[src/rtl/reg_master_defs_pkg.sv]
// Shared definitions for the register-file master: default widths and FSM encodings.
// REG_MASTER_RMW_EN adds the RMW_RD state used by masked writes.
package reg_master_defs_pkg;

  localparam int DW     = 8;
  localparam int RF_AW  = 5;
  localparam int BUS_AW = 8;
  localparam int LEN_W  = 3;

  typedef enum logic [2:0] {
    ST_IDLE   = 3'd0,
    ST_WR     = 3'd1,
    ST_RD     = 3'd2,
    ST_RSP    = 3'd3,
`ifdef REG_MASTER_RMW_EN
    ST_ACK    = 3'd4,
    ST_RMW_RD = 3'd5
`else
    ST_ACK    = 3'd4
`endif
  } state_t;

endpackage

[src/rtl/rf_beat_cnt.sv]
// Burst position tracker: current register index (wraps modulo 2**RF_AW) and beats remaining.
// last is high while the current beat is the final one of the burst.
module rf_beat_cnt #(
  parameter int RF_AW = 5,
  parameter int LEN_W = 3
) (
  input  logic             clk,
  input  logic             rst_n,
  input  logic             load,
  input  logic             step,
  input  logic [RF_AW-1:0] load_idx,
  input  logic [LEN_W-1:0] load_len,
  output logic [RF_AW-1:0] idx,
  output logic             last
);

  logic [LEN_W-1:0] rem;

  always_ff @(posedge clk or negedge rst_n) begin
    if (!rst_n) begin
      idx <= '0;
      rem <= '0;
    end else if (load) begin
      idx <= load_idx;
      rem <= load_len;
    end else if (step) begin
      idx <= idx + 1'b1;
      rem <= rem - 1'b1;
    end
  end

  assign last = (rem == '0);

endmodule

[src/rtl/reg_file_master.sv]
// Sequencer for the 32x8 register file: burst reads and fill writes behind a valid/ready request,
// read bytes / write ack returned on a valid/ready response. REG_MASTER_RMW_EN enables masked RMW writes.
module reg_file_master
  import reg_master_defs_pkg::*;
#(
  parameter int DW     = reg_master_defs_pkg::DW,
  parameter int RF_AW  = reg_master_defs_pkg::RF_AW,
  parameter int BUS_AW = reg_master_defs_pkg::BUS_AW,
  parameter int LEN_W  = reg_master_defs_pkg::LEN_W
) (
  input  logic              clk,
  input  logic              rst_n,
  input  logic              req_valid,
  output logic              req_ready,
  input  logic              req_we,
  input  logic [RF_AW-1:0]  req_addr,
  input  logic [LEN_W-1:0]  req_len,
  input  logic [DW-1:0]     req_wdata,
  input  logic [DW-1:0]     req_mask,
  output logic              rsp_valid,
  input  logic              rsp_ready,
  output logic [DW-1:0]     rsp_data,
  output logic              rsp_last,
  output logic [BUS_AW-1:0] rf_addr,
  output logic [DW-1:0]     rf_in,
  output logic              rf_write,
  output logic              rf_read,
  input  logic [DW-1:0]     rf_data
);

  state_t           state, state_nxt;
  logic             cnt_load, cnt_step, cnt_last;
  logic [RF_AW-1:0] cnt_idx;
  logic [DW-1:0]    wdata_q, rsp_q, wr_byte;

  rf_beat_cnt #(.RF_AW(RF_AW), .LEN_W(LEN_W)) u_cnt (
    .clk      (clk),
    .rst_n    (rst_n),
    .load     (cnt_load),
    .step     (cnt_step),
    .load_idx (req_addr),
    .load_len (req_len),
    .idx      (cnt_idx),
    .last     (cnt_last)
  );

`ifdef REG_MASTER_RMW_EN
  logic [DW-1:0] mask_q, old_q;
  logic          rmw_need;

  assign rmw_need = (mask_q != {DW{1'b1}});
  assign wr_byte  = rmw_need ? ((old_q & ~mask_q) | (wdata_q & mask_q)) : wdata_q;

  always_ff @(posedge clk or negedge rst_n) begin
    if (!rst_n) begin
      mask_q <= '0;
      old_q  <= '0;
    end else begin
      if (state == ST_IDLE && req_valid) mask_q <= req_mask;
      if (state == ST_RMW_RD)            old_q  <= rf_data;
    end
  end
`else
  logic unused_mask;

  assign unused_mask = ^req_mask;
  assign wr_byte     = wdata_q;
`endif

  always_ff @(posedge clk or negedge rst_n) begin
    if (!rst_n) begin
      state   <= ST_IDLE;
      wdata_q <= '0;
      rsp_q   <= '0;
    end else begin
      state <= state_nxt;
      if (state == ST_IDLE && req_valid) wdata_q <= req_wdata;
      if (state == ST_RD)                rsp_q   <= rf_data;
    end
  end

  always_comb begin
    state_nxt = state;
    cnt_load  = 1'b0;
    cnt_step  = 1'b0;
    case (state)
      ST_IDLE: begin
        if (req_valid) begin
          cnt_load = 1'b1;
          if (req_we) begin
`ifdef REG_MASTER_RMW_EN
            state_nxt = (req_mask != {DW{1'b1}}) ? ST_RMW_RD : ST_WR;
`else
            state_nxt = ST_WR;
`endif
          end else begin
            state_nxt = ST_RD;
          end
        end
      end
      ST_WR: begin
        if (cnt_last) begin
          state_nxt = ST_ACK;
        end else begin
          cnt_step  = 1'b1;
`ifdef REG_MASTER_RMW_EN
          state_nxt = rmw_need ? ST_RMW_RD : ST_WR;
`else
          state_nxt = ST_WR;
`endif
        end
      end
`ifdef REG_MASTER_RMW_EN
      ST_RMW_RD: state_nxt = ST_WR;
`endif
      ST_ACK: if (rsp_ready) state_nxt = ST_IDLE;
      ST_RD:  state_nxt = ST_RSP;
      ST_RSP: begin
        if (rsp_ready) begin
          if (cnt_last) begin
            state_nxt = ST_IDLE;
          end else begin
            cnt_step  = 1'b1;
            state_nxt = ST_RD;
          end
        end
      end
      default: state_nxt = ST_IDLE;
    endcase
  end

  // Outputs decode straight from state so an async reset silences the file bus immediately.
  always_comb begin
    req_ready = (state == ST_IDLE);
    rf_write  = (state == ST_WR);
`ifdef REG_MASTER_RMW_EN
    rf_read   = (state == ST_RD) || (state == ST_RMW_RD);
`else
    rf_read   = (state == ST_RD);
`endif
    rf_addr   = (rf_write || rf_read) ? {{(BUS_AW-RF_AW){1'b0}}, cnt_idx} : '0;
    rf_in     = rf_write ? wr_byte : '0;
    rsp_valid = (state == ST_RSP) || (state == ST_ACK);
    rsp_last  = (state == ST_ACK) || ((state == ST_RSP) && cnt_last);
    rsp_data  = (state == ST_RSP) ? rsp_q : '0;
  end

endmodule
[config.mk]
export PLATFORM = sky130hd
export DESIGN_NAME = reg_file_master
export DESIGN_NICKNAME = d
export VERILOG_FILES = /design/src/rtl/reg_master_defs_pkg.sv /design/src/rtl/rf_beat_cnt.sv /design/src/rtl/reg_file_master.sv
export SDC_FILE = /design/constraint.sdc
export NUM_CORES = 1
export LEC_CHECK = 0
export ABC_AREA = 1
export BUFFER_PORTS_ARGS = -buffer_cell sky130_fd_sc_hd__clkbuf_2
export CAP_MARGIN = 10
export CELL_PAD_IN_SITES_DETAIL_PLACEMENT = 0
export CELL_PAD_IN_SITES_GLOBAL_PLACEMENT = 2
export CORE_UTILIZATION = 23
export DETAILED_ROUTE_END_ITERATION = 6
export GPL_ROUTABILITY_DRIVEN = 0
export GPL_TIMING_DRIVEN = 0
export PLACE_DENSITY_LB_ADDON = 0.08
export SLEW_MARGIN = 10
export SYNTH_ARGS = -nofsm -noshare
export SYNTH_HDL_FRONTEND = slang
export SYNTH_HIERARCHICAL = 1
export SYNTH_SLANG_ARGS = --single-unit
[constraint.sdc]
create_clock -name clk -period 1.8 [get_ports clk]
set_clock_uncertainty 0.05 [all_clocks]
set_input_delay 0.09 -clock clk [delete_from_list [all_inputs] [get_ports clk]]
set_output_delay 0.09 -clock clk [all_outputs]
set_load 0.005 [all_outputs]
# Word level (Yosys, flattened, before mapping)
# Index checks and enable logic that the tools add are counted.
# word_totals
ff_bits	27
latch_bits	0
mem_bits_rw	0
mem_bits_ro	0
inputBits	37
output_inout_bits	29
elab_cells	42
mem_count	0
# op_classes
addsub	2
mul	0
div_mod_pow	0
order_cmp	0
eq_ne	7
shift	0
muxes	19
n_bitwise	0
n_reduce_logical	9
# ops
op	n
$mux 3	6
$mux 8	2
$mux 5	3
$pmux 3 s5	1
$eq 3x2->1 const B	2
$logic_not 3->1	2
$ne 2x2->1 const B	3
$add 5x1->5 const B	1
$mux 1	4
$mux 2	2
$eq 3x1->1 const B	1
$eq 3x3->1 const B	1
$logic_or 1x1->1	3
$reduce_and 3->1	1
$sub 3x1->3 const B	1
$logic_and 1x1->1	2
$pmux 1 s2	1
$reduce_bool 2->1	1

# Logic depth before layout (Yosys ltp)
# Gate-level depths: netlist (run 1).
# logic_depth
depth_word	6
mapped_depth	12
depth_no_buf	10

# Modules after synthesis
# Netlist (run 1), hierarchy kept.
# modules_own_cells
module	instances	cells_per_inst	area_each_um2	seq_area_each_um2
reg_file_master	1	137	1061.0	475.5
rf_beat_cnt	1	53	465.4	200.2

# Least setup slack after synthesis (run 1)
# OpenSTA, ideal clock, no wires.
# synth_timing
kind	register -> register
start	register u_cnt.rem[0]
end	register u_cnt.idx[2]
setup_time_ps	123
arrival_ps	1630
t_required_ps	1627
path_slack_ps	-3
path_stages_with_launch	8
path_buffers	0
synth_period_minus_slack_ps	1803
cell_sequence	dfrtp_1 -> inv_1 -> ha_1 -> ha_1 -> o31ai_1 -> nor2_4 -> a21boi_1 -> o21ai_2
# synth_between
elab_chain_len	5
# synth_rtl
element	line	rtl
start: declaration	rf_beat_cnt.sv:17	logic [LEN_W-1:0] rem;
start signal: assignment	rf_beat_cnt.sv:25	rem <= load_len;
start signal: assignment	rf_beat_cnt.sv:28	rem <= rem - 1'b1;
$logic_not 3->1 (*)	rf_beat_cnt.sv:32	assign last = (rem == '0);
net cnt_last	reg_file_master.sv:32	logic cnt_load, cnt_step, cnt_last;
$mux 1 (*)	reg_file_master.sv:102, reg_file_master.sv:120	
$mux 1	reg_file_master.sv:119	if (rsp_ready) begin
$pmux 1 s2 (*)	reg_file_master.sv:86	case (state)
net cnt_step	reg_file_master.sv:32	
$reduce_bool 2->1 (no source line) (*)	-	
end signal: assignment	rf_beat_cnt.sv:24	idx <= load_idx;
end signal: assignment	rf_beat_cnt.sv:27	idx <= idx + 1'b1;
end: declaration	rf_beat_cnt.sv:13	output logic [RF_AW-1:0] idx,
# Mark *: on every way through the listed nets, which the timed path passes. The rest lies on a longest branch.
# A chain may end at the register's enable or synchronous reset.

# Worst setup path in the final report (run 1)
# layout_timing
start	register state[2]
end	register u_cnt.idx[3]
# layout_between
elab_chain_len	3
elab_cells_between_ends	7
cone_classes	eq/ne: 2; mux: 3; reduce/logical: 2
# layout_rtl
element	line	rtl
start: declaration	reg_file_master.sv:31	state_t state, state_nxt;
start signal: assignment	reg_file_master.sv:76	state <= state_nxt;
$eq 3x2->1 or $eq 3x1->1 (tied branches)	reg_file_master.sv:86	
$pmux 1 s2 (*)	reg_file_master.sv:86	
net cnt_step	reg_file_master.sv:32	
$reduce_bool 2->1 (no source line) (*)	-	
# Marks and branches as above.

==> results of run 1 <==
## worst max path at each step
stage                        startpoint                       end  cells past startpoint
3_3_place_gp   u_cnt/rem[0]$_DFFE_PN0P_  u_cnt/idx[2]$_DFFE_PN0P_                      7
4_1_cts        u_cnt/rem[0]$_DFFE_PN0P_  u_cnt/idx[2]$_DFFE_PN0P_                      9
3_5_place_dp   u_cnt/rem[0]$_DFFE_PN0P_  u_cnt/idx[2]$_DFFE_PN0P_                      7
2_1_floorplan  u_cnt/rem[0]$_DFFE_PN0P_  u_cnt/idx[2]$_DFFE_PN0P_                      7
6_report           state[2]$_DFFE_PN0P_  u_cnt/idx[3]$_DFFE_PN0P_                      7
5_1_grt            state[1]$_DFFE_PN0P_                rf_addr[4]                      7
## power groups by stage
| stage | Clock [uW] | Combinational (uW) | Sequential [uW] |
|---|---|---|---|
| finish | 352 | 1990 | 1090 |
| global route | 405 | 2290 | 1140 |
| CTS | 378 | 1940 | 1080 |
| detailed placement | 0 | 1860 | 1090 |
| global placement | 0 | 1890 | 1100 |
| floorplan | 0 | 1340 | 1050 |
## routing by layer
layer | up-vias | track usage (%) | routed length, um
met5 | - | 0 | 0
met4 | 0 | 2.16 | 23
met3 | 2 | 3.17 | 199
met2 | 36 | 19.7 | 1720
met1 | 657 | 16.6 | 1830
li1 | 750 | - | -
## metrics by stage
step	setup TNS [ns]	hold slack [ns]	util (%)	std cells	total power, uW
after floorplan	0	-0.256	-	192	2390
after global placement	-0.00276	0.145	29.8	323	2980
after detailed placement	-0.0581	0.145	29.8	323	2960
after CTS	0	0.00264	34.3	350	3400
after global routing	0	0.0180	35.0	350	3840
final	0	0.00874	35.0	350	3440
## flip-flops by register name (all words and copies together), names as in the netlist
name       count
u_cnt/rem      3
state          3
u_cnt/idx      5
wdata_q        8
rsp_q          8
## cells by family (layout without fill, tap and decap cells)
logic type / count (synthesis) / in the layout
AOI/OAI and AO/OA: 29 / 29
xor gates and xnor gates: 1 / 1
adders and majority gates: 3 / 3
buffers and inverters: 46 / 127
DFF: 27 / 27
other: 1 / 3
and+or+nand+nor: 83 / 83
## critical path, cell delays in order, from the launching register on
cell	delay, ns
dfrtp_1	0.41
inv_1	0.12
nand3_2	0.10
buf_6	0.16
o31ai_4	0.37
nor2_4	0.13
a22oi_1	0.15
nand2_1	0.07
## what timing repair did
| item | CTS | global route |
|---|---|---|
| hold buffers | 23 | 0 |
| pin swaps | 0 | 2 |
| setup buffers | 0 | 1 |
| endpoints found under the setup margin | 4 | 8 |
| hold endpoints to repair | 49 | 0 |
| gates resized for setup | 1 | 13 |
## cells in the mapped netlist
cell type  number  area share [%]
buf_2           2            0.66
o21ai_1         7             2.3
ha_1            3             2.5
nor2_2          2            0.82
inv_1          33             8.1
buf_12          1             1.3
o21ai_2        10             5.7
o21ai_0         3            0.98
nand2_4         2             1.5
nand2_1        37             9.1
conb_1          1            0.25
o22ai_1         1            0.41
nand4_1         2            0.82
nand3_1        12             3.9
buf_6           2             1.5
a21boi_1        1            0.49
o211ai_1        4             2.0
xnor2_1         1            0.57
nor2_4          1            0.74
buf_4           3             1.5
inv_4           1            0.41
a22oi_1         2            0.98
nand2_2         4             1.6
nor2_1         22             5.4
dfrtp_1        27              44
clkinv_4        1            0.57
o31ai_1         1            0.49
inv_2           3            0.74
or2_2           1            0.41
## cell type report
class | instances | area, um2
Buffer | 7 | 70.1
Inverter | 38 | 150
Timing Repair Buffer | 78 | 508
Sequential cell | 27 | 677
Clock buffer | 4 | 45.0
Fill cell | 713 | 4150
Tap cell | 77 | 96.3
Multi-Input combinational cell | 119 | 686
==> results.md, run 1 <==
* Vias in the first global route at ~1.5k
* Via count at 1445
* # setup viols final at 0
* Most frequent cells in the layout: clkbuf_2 (54), nand2_1 (37), inv_1 (32), dfrtp_1 (26), dlygate4sd3_1 (23)
* Crit Path Class: reg2reg
* Minimum clock period at 1.67 ns
* Share of layout cells above drive strength 1 at 36.3%
* Internal cell power at 1900 uW
* Clock Power Share at 10.2%
* Mux contribution to synthesized area at 0%
* Dpl cell area at around 1900 um2
* Tot GR Track Use at roughly 12%
* Worst r2r src: state[2]$_DFFE_PN0P_
* Status: finished, final reports clean
* Final nets at 314
* Worst R2R Path Depth at 7
* CTS tree: built
* Count of cell types in the netlist at 29
* Die Width at 83.5 um
* Xor/xnor cell area share of the yosys netlist at less than 1%
* Layout Area Growth over Synthesis at 46.2%
* Root Buffer Master: clkbuf_8
* Post-detail-place hpwl at 2.72 mm
* Worst hold start: req_addr[3]
* Min setup slack post-route at 0.135 ns
* Mapped Area at 1530 um2
* Synth Area in Simple Gates at 24.3%
* Largest family of logic cells by synthesized area: simple AND/OR/NAND/NOR gates
* PortBufs at 54
* Detail Route Antenna Nets at 0
* Clk sinks at 27
* 1st-iter DRT viols at 64
* CP Capture Type: flop
* Max Fclk at 0.601 GHz
* FF-to-FF End: u_cnt/idx[3]$_DFFE_PN0P_
* ANT cells at 0
* Die Height at 83.5 um
* Crit Path Max Fanout at 10
* Seq pwr share at 31.9%
* Comb pwr share at 57.9%
* Worst Max-Slew Pin Slew at 0.717 ns
* Worst hold path endpoint: u_cnt/idx[3]$_DFFE_PN0P_
* Full die area at 6970 um2
* Core Box Area at 6390 um2
* Starting density of the core at 23.9%
* Worst-Skew Late Latency at 0.27 ns
* CP required at between 1.5 and 2 ns
* Synth Warn # at 6
* CTS clock-pin slew for the worst setup and hold paths at 0.10 ns
* CP Launch Type: flop
* Power per cell area at 1540 nW/um2
* Switching pwr at 1530 uW
* Max Cap Violations at 0
* DR WL/cell at 10.8 um
* # IOs at between 60 and 70
* Max VDD drop at 567 uV
* Place WS at -0.0353 ns
* Largest net degree at the start of global routing at 28
* Synthesized area per cell at 8.03 um2
* Cells after Synth at 190
* Post-route cell area at 2230 um2
* Sw Ratio at 44.6%
* Crit share post-route at between 90 and 100%
* DR vias/cell at 4.13
* Gr ovfl total at 0
* Clock buffer depth at 2
* Register area share after synthesis at 44.3%
* Cell Rows at 29
* Antenna violations before repair at 0
* Final Hold Viols at 0
* Synth Area in Adders at 2.46%
* Hold Path Stages at 3
* Max-slew violations at 0
* Compound-Gate Fraction of Synth Area at 13.4%
* DR DRC count at 0
* Commonest non-fill, non-tap cell in the layout: clkbuf_2
* Arr. time, crit path at 1.78 ns
* RSZ-0062 raised after global routing: false
* Worst R2R Setup Slack at roughly 0.13 ns
* TritonRoute pass-1 iters at 5
* Global-route wire length before repair at 6.86 mm
* Final WL at 3.78 mm
* Synthesized flop and latch total at 27
* Num CTS Buffers at 3
* Max H-tree Level at 1
* Min-delay worst type: in2reg
* Leak at 0.00117 uW
* Worst slew margin at about 52%
Note: power is estimated with default switching activity, not from simulation.
==> run 2: changes to the inputs <==
- CTS_BUF_LIST: default -> sky130_fd_sc_hd__clkbuf_16
==> run 2 against run 1 <==
  * The run now ends with hold timing left
  * Cell area shrank 2.9%
  * Wire length shrank 1.3%
  * Non-clock buffer count shrank 8
  * Hold slack lost 0.012 ns
  * Power grew 2.9%
  * Critical path depth is the same
  * Sequential cell count is the same
  * Core utilization shrank 1.0 points
  * Via count shrank 2.4%
  * Clock-buffer cell count shrank 1
  * Die area is the same
  * Critical endpoint is now u_cnt/idx[2]$_DFFE_PN0P_
==> results.md, run 2 (synthesized netlist as in run 1, its figures left out) <==
* Status: finished with violations
* Failing checks: hold timing
* Dpl cell area at 1910 um2 (unchanged)
* Register Area at 677 um2 (unchanged)
* Max Cap Violations at 0 (unchanged)
* Seq pwr share at 30.9% (-1.0 points)
* Switching pwr at 1530 uW (-0.34%)
* Max-slew violations at 0 (unchanged)
* Leak at 0.00115 uW (-1.4%)
* TritonRoute pass-1 iters at 4 (-1)
* Internal cell power at 2010 uW (+5.5%)
* DR WL/cell at 10.9 um (+1.0%)
* Antenna violations before repair at 0 (unchanged)
* Sw Ratio at 43.2% (-1.4 points)
* Max stage delay on crit path at 0.40 ns (about the same)
* Power per cell area at 1630 nW/um2 (+5.9%)
* Tot GR Track Use at 12.0% (-0.23 points)
* Clock buffer depth at 2 (unchanged)
* Min-delay worst type: in2reg
* Slowest CP cell: dfrtp_1
* Power Total at 3530 uW (+2.9%)
* 1st-iter DRT viols at 72 (+13%)
* Num CTS Buffers at 3 (unchanged)
* Worst r2r src: state[2]$_DFFE_PN0P_
* Full die area at 6970 um2 (unchanged)
* Crit Path Class: reg2reg
* Hold Path Stages at 3 (unchanged)
* Worst R2R Setup Slack at 0.15 ns (about the same)
* Routed wl met3 at 187 um (-6.0%)
* Top layer in use: met4
* Final WL at 3.73 mm (-1.3%)
* Die Width at 83.5 um (unchanged)
* Core Box Area at 6390 um2 (unchanged)
* CP Capture Type: flop
* Largest regs: rsp_q: 8 flops, wdata_q: 8 flops, u_cnt/idx: 5 flops
* Worst R2R Path Depth at 7 (unchanged)
* Final nets at 306 (-2.5%)
* Vias in the first global route at 1456 (-2.0%)
* Minimum clock period at 1.65 ns (-0.0133 ns)
* Worst Max-Slew Pin Slew at 0.718 ns (+0.000610 ns)
* FF-to-FF End: u_cnt/idx[2]$_DFFE_PN0P_
* Worst hold path endpoint: wdata_q[2]$_DFFE_PN0P_
* Crit share post-route at 91.8% (-0.74 points)
* Final Hold Viols at 1 (+1)
* Cell Rows at 29 (unchanged)
* DR DRC count at 0 (unchanged)
* Max Fclk at 0.605 GHz (+0.81%)
* Post-detail-place hpwl at 2.72 mm (unchanged)
* # IOs at 66 (unchanged)
* Global-route wire length before repair at 6.74 mm (-1.7%)
* CP required at 1.90 ns (-0.02 ns)
* Footprint of the multi-input gates at 668 um2 (-2.6%)
* Worst hold start: req_wdata[2]
* Arr. time, crit path at 1.75 ns (-0.03 ns)
* Max H-tree Level at 1 (unchanged)
* CTS clock-pin slew for the worst setup and hold paths at 0.07 ns (-0.03 ns)
* Metal2 WL at 1.69 mm (-2.3%)
* Worst slew margin at 52.2% (about the same)
* # fillers at 715 (+0.28%)
* Starting density of the core at 23.9% (unchanged)
* Detail Route Antenna Nets at 0 (unchanged)
* Clock Power Share at 14.4% (+4.2 points)
* Worst hold slack at -0.00303 ns (-0.0118 ns)
* Commonest non-fill, non-tap cell in the layout: clkbuf_2
* DR vias/cell at 4.12 (-0.14%)
* Post-route cell area at 2170 um2 (-2.9%)
* Crit Path Max Fanout at 10 (unchanged)
* Clk sinks at 27 (unchanged)
* ANT cells at 0 (unchanged)
* Metal-1 WL at 1.84 mm (+0.22%)
* CP Launch Type: flop
* Most frequent cells in the layout: clkbuf_2 (54), nand2_1 (37), inv_1 (33), dfrtp_1 (26), nor2_1 (22)
* Share of layout cells above drive strength 1 at 36.6% (+0.34 points)
* Die Height at 83.5 um (unchanged)
* Largest net degree at the start of global routing at 28 (unchanged)
* Gr ovfl total at 0 (unchanged)
* CTS tree: built
* Comb pwr share at 54.7% (-3.2 points)
* # setup viols final at 0 (unchanged)
* PortBufs at 54 (unchanged)
* Layout Area Growth over Synthesis at 42.0%
* Crit-path cells: inv_1, nand3_1, buf_6, o31ai_4, nor2_4, a21boi_2, o21ai_2
* RSZ-0062 raised after global routing: false
* Worst-Skew Late Latency at 0.26 ns (about the same)
* Via count at 1410 (-2.4%)
* Max VDD drop at 684 uV (+21%)
* Root Buffer Master: clkbuf_16
==> run 2: per-layer routing <==
| layer | vias up | global-route usage [%] |
|---|---|---|
| li1 | 735 | - |
| met1 | 641 | 16.5 |
| met2 | 32 | 19.3 |
| met3 | 2 | 2.87 |
| met4 | 0 | 2.16 |
| met5 | - | 0 |
==> run 2: layout make-up <==
class / instances / share of cell area [%]
Inverter: 38 / 6.92
Clock inverter: 1 / 0.173
Tap cell: 77 / 4.44
Clock buffer: 3 / 3.46
Timing Repair Buffer: 70 / 19.7
Multi-Input combinational cell: 119 / 30.8
Buffer: 7 / 3.23
Sequential cell: 27 / 31.2
==> run 2: worst max-delay path by stage <==
stage | cells past startpoint | from | to
6_report | 7 | state[2]$_DFFE_PN0P_ | u_cnt/idx[2]$_DFFE_PN0P_
3_3_place_gp | 7 | u_cnt/rem[0]$_DFFE_PN0P_ | u_cnt/idx[2]$_DFFE_PN0P_
2_1_floorplan | 7 | u_cnt/rem[0]$_DFFE_PN0P_ | u_cnt/idx[2]$_DFFE_PN0P_
5_1_grt | 7 | state[2]$_DFFE_PN0P_ | u_cnt/idx[3]$_DFFE_PN0P_
3_5_place_dp | 7 | u_cnt/rem[0]$_DFFE_PN0P_ | u_cnt/idx[2]$_DFFE_PN0P_
4_1_cts | 9 | u_cnt/rem[0]$_DFFE_PN0P_ | u_cnt/idx[2]$_DFFE_PN0P_
==> run 2: through the flow <==
step / setup TNS, ns / std cells / hold WS, ns / worst slack (ns) / utilization, %
3_5_place_dp: -0.0581 / 323 / 0.145 / -0.0353 / 29.8
6_report: 0 / 342 / -0.00303 / 0.148 / 34.0
5_1_grt: 0 / 342 / 0.0200 / 0.00151 / 34.0
3_3_place_gp: -0.00276 / 323 / 0.145 / -0.00276 / 29.8
2_1_floorplan: 0 / 192 / -0.256 / 0.145 / -
4_1_cts: 0 / 342 / 0.000294 / 0.0181 / 33.6
==> run 2: what timing repair did <==
item | CTS | global route
hold endpoints to repair | 41 | 0
setup endpoints to repair | 3 | 8
gates resized for setup | 1 | 10
pin swaps | 0 | 1
setup buffers | 0 | 1
cloned | 0 | 0
hold buffers | 15 | 0
==> run 2: worst max-delay path, delay by kind of cell (launching register included) <==
kind / cells / cell delay (ns)
flip-flops: 1 / 0.40
buffers and inverters: 2 / 0.28
AO/OA/AOI/OAI: 3 / 0.58
AND/OR/NAND/NOR: 2 / 0.24
==> run 2: power by group through the flow <==
stage	clock (uW)	combinational, uW	sequential, uW
CTS	531	1920	1080
finish	508	1930	1090
global placement	0	1890	1100
global route	557	2240	1140
detailed placement	0	1860	1090
floorplan	0	1340	1050
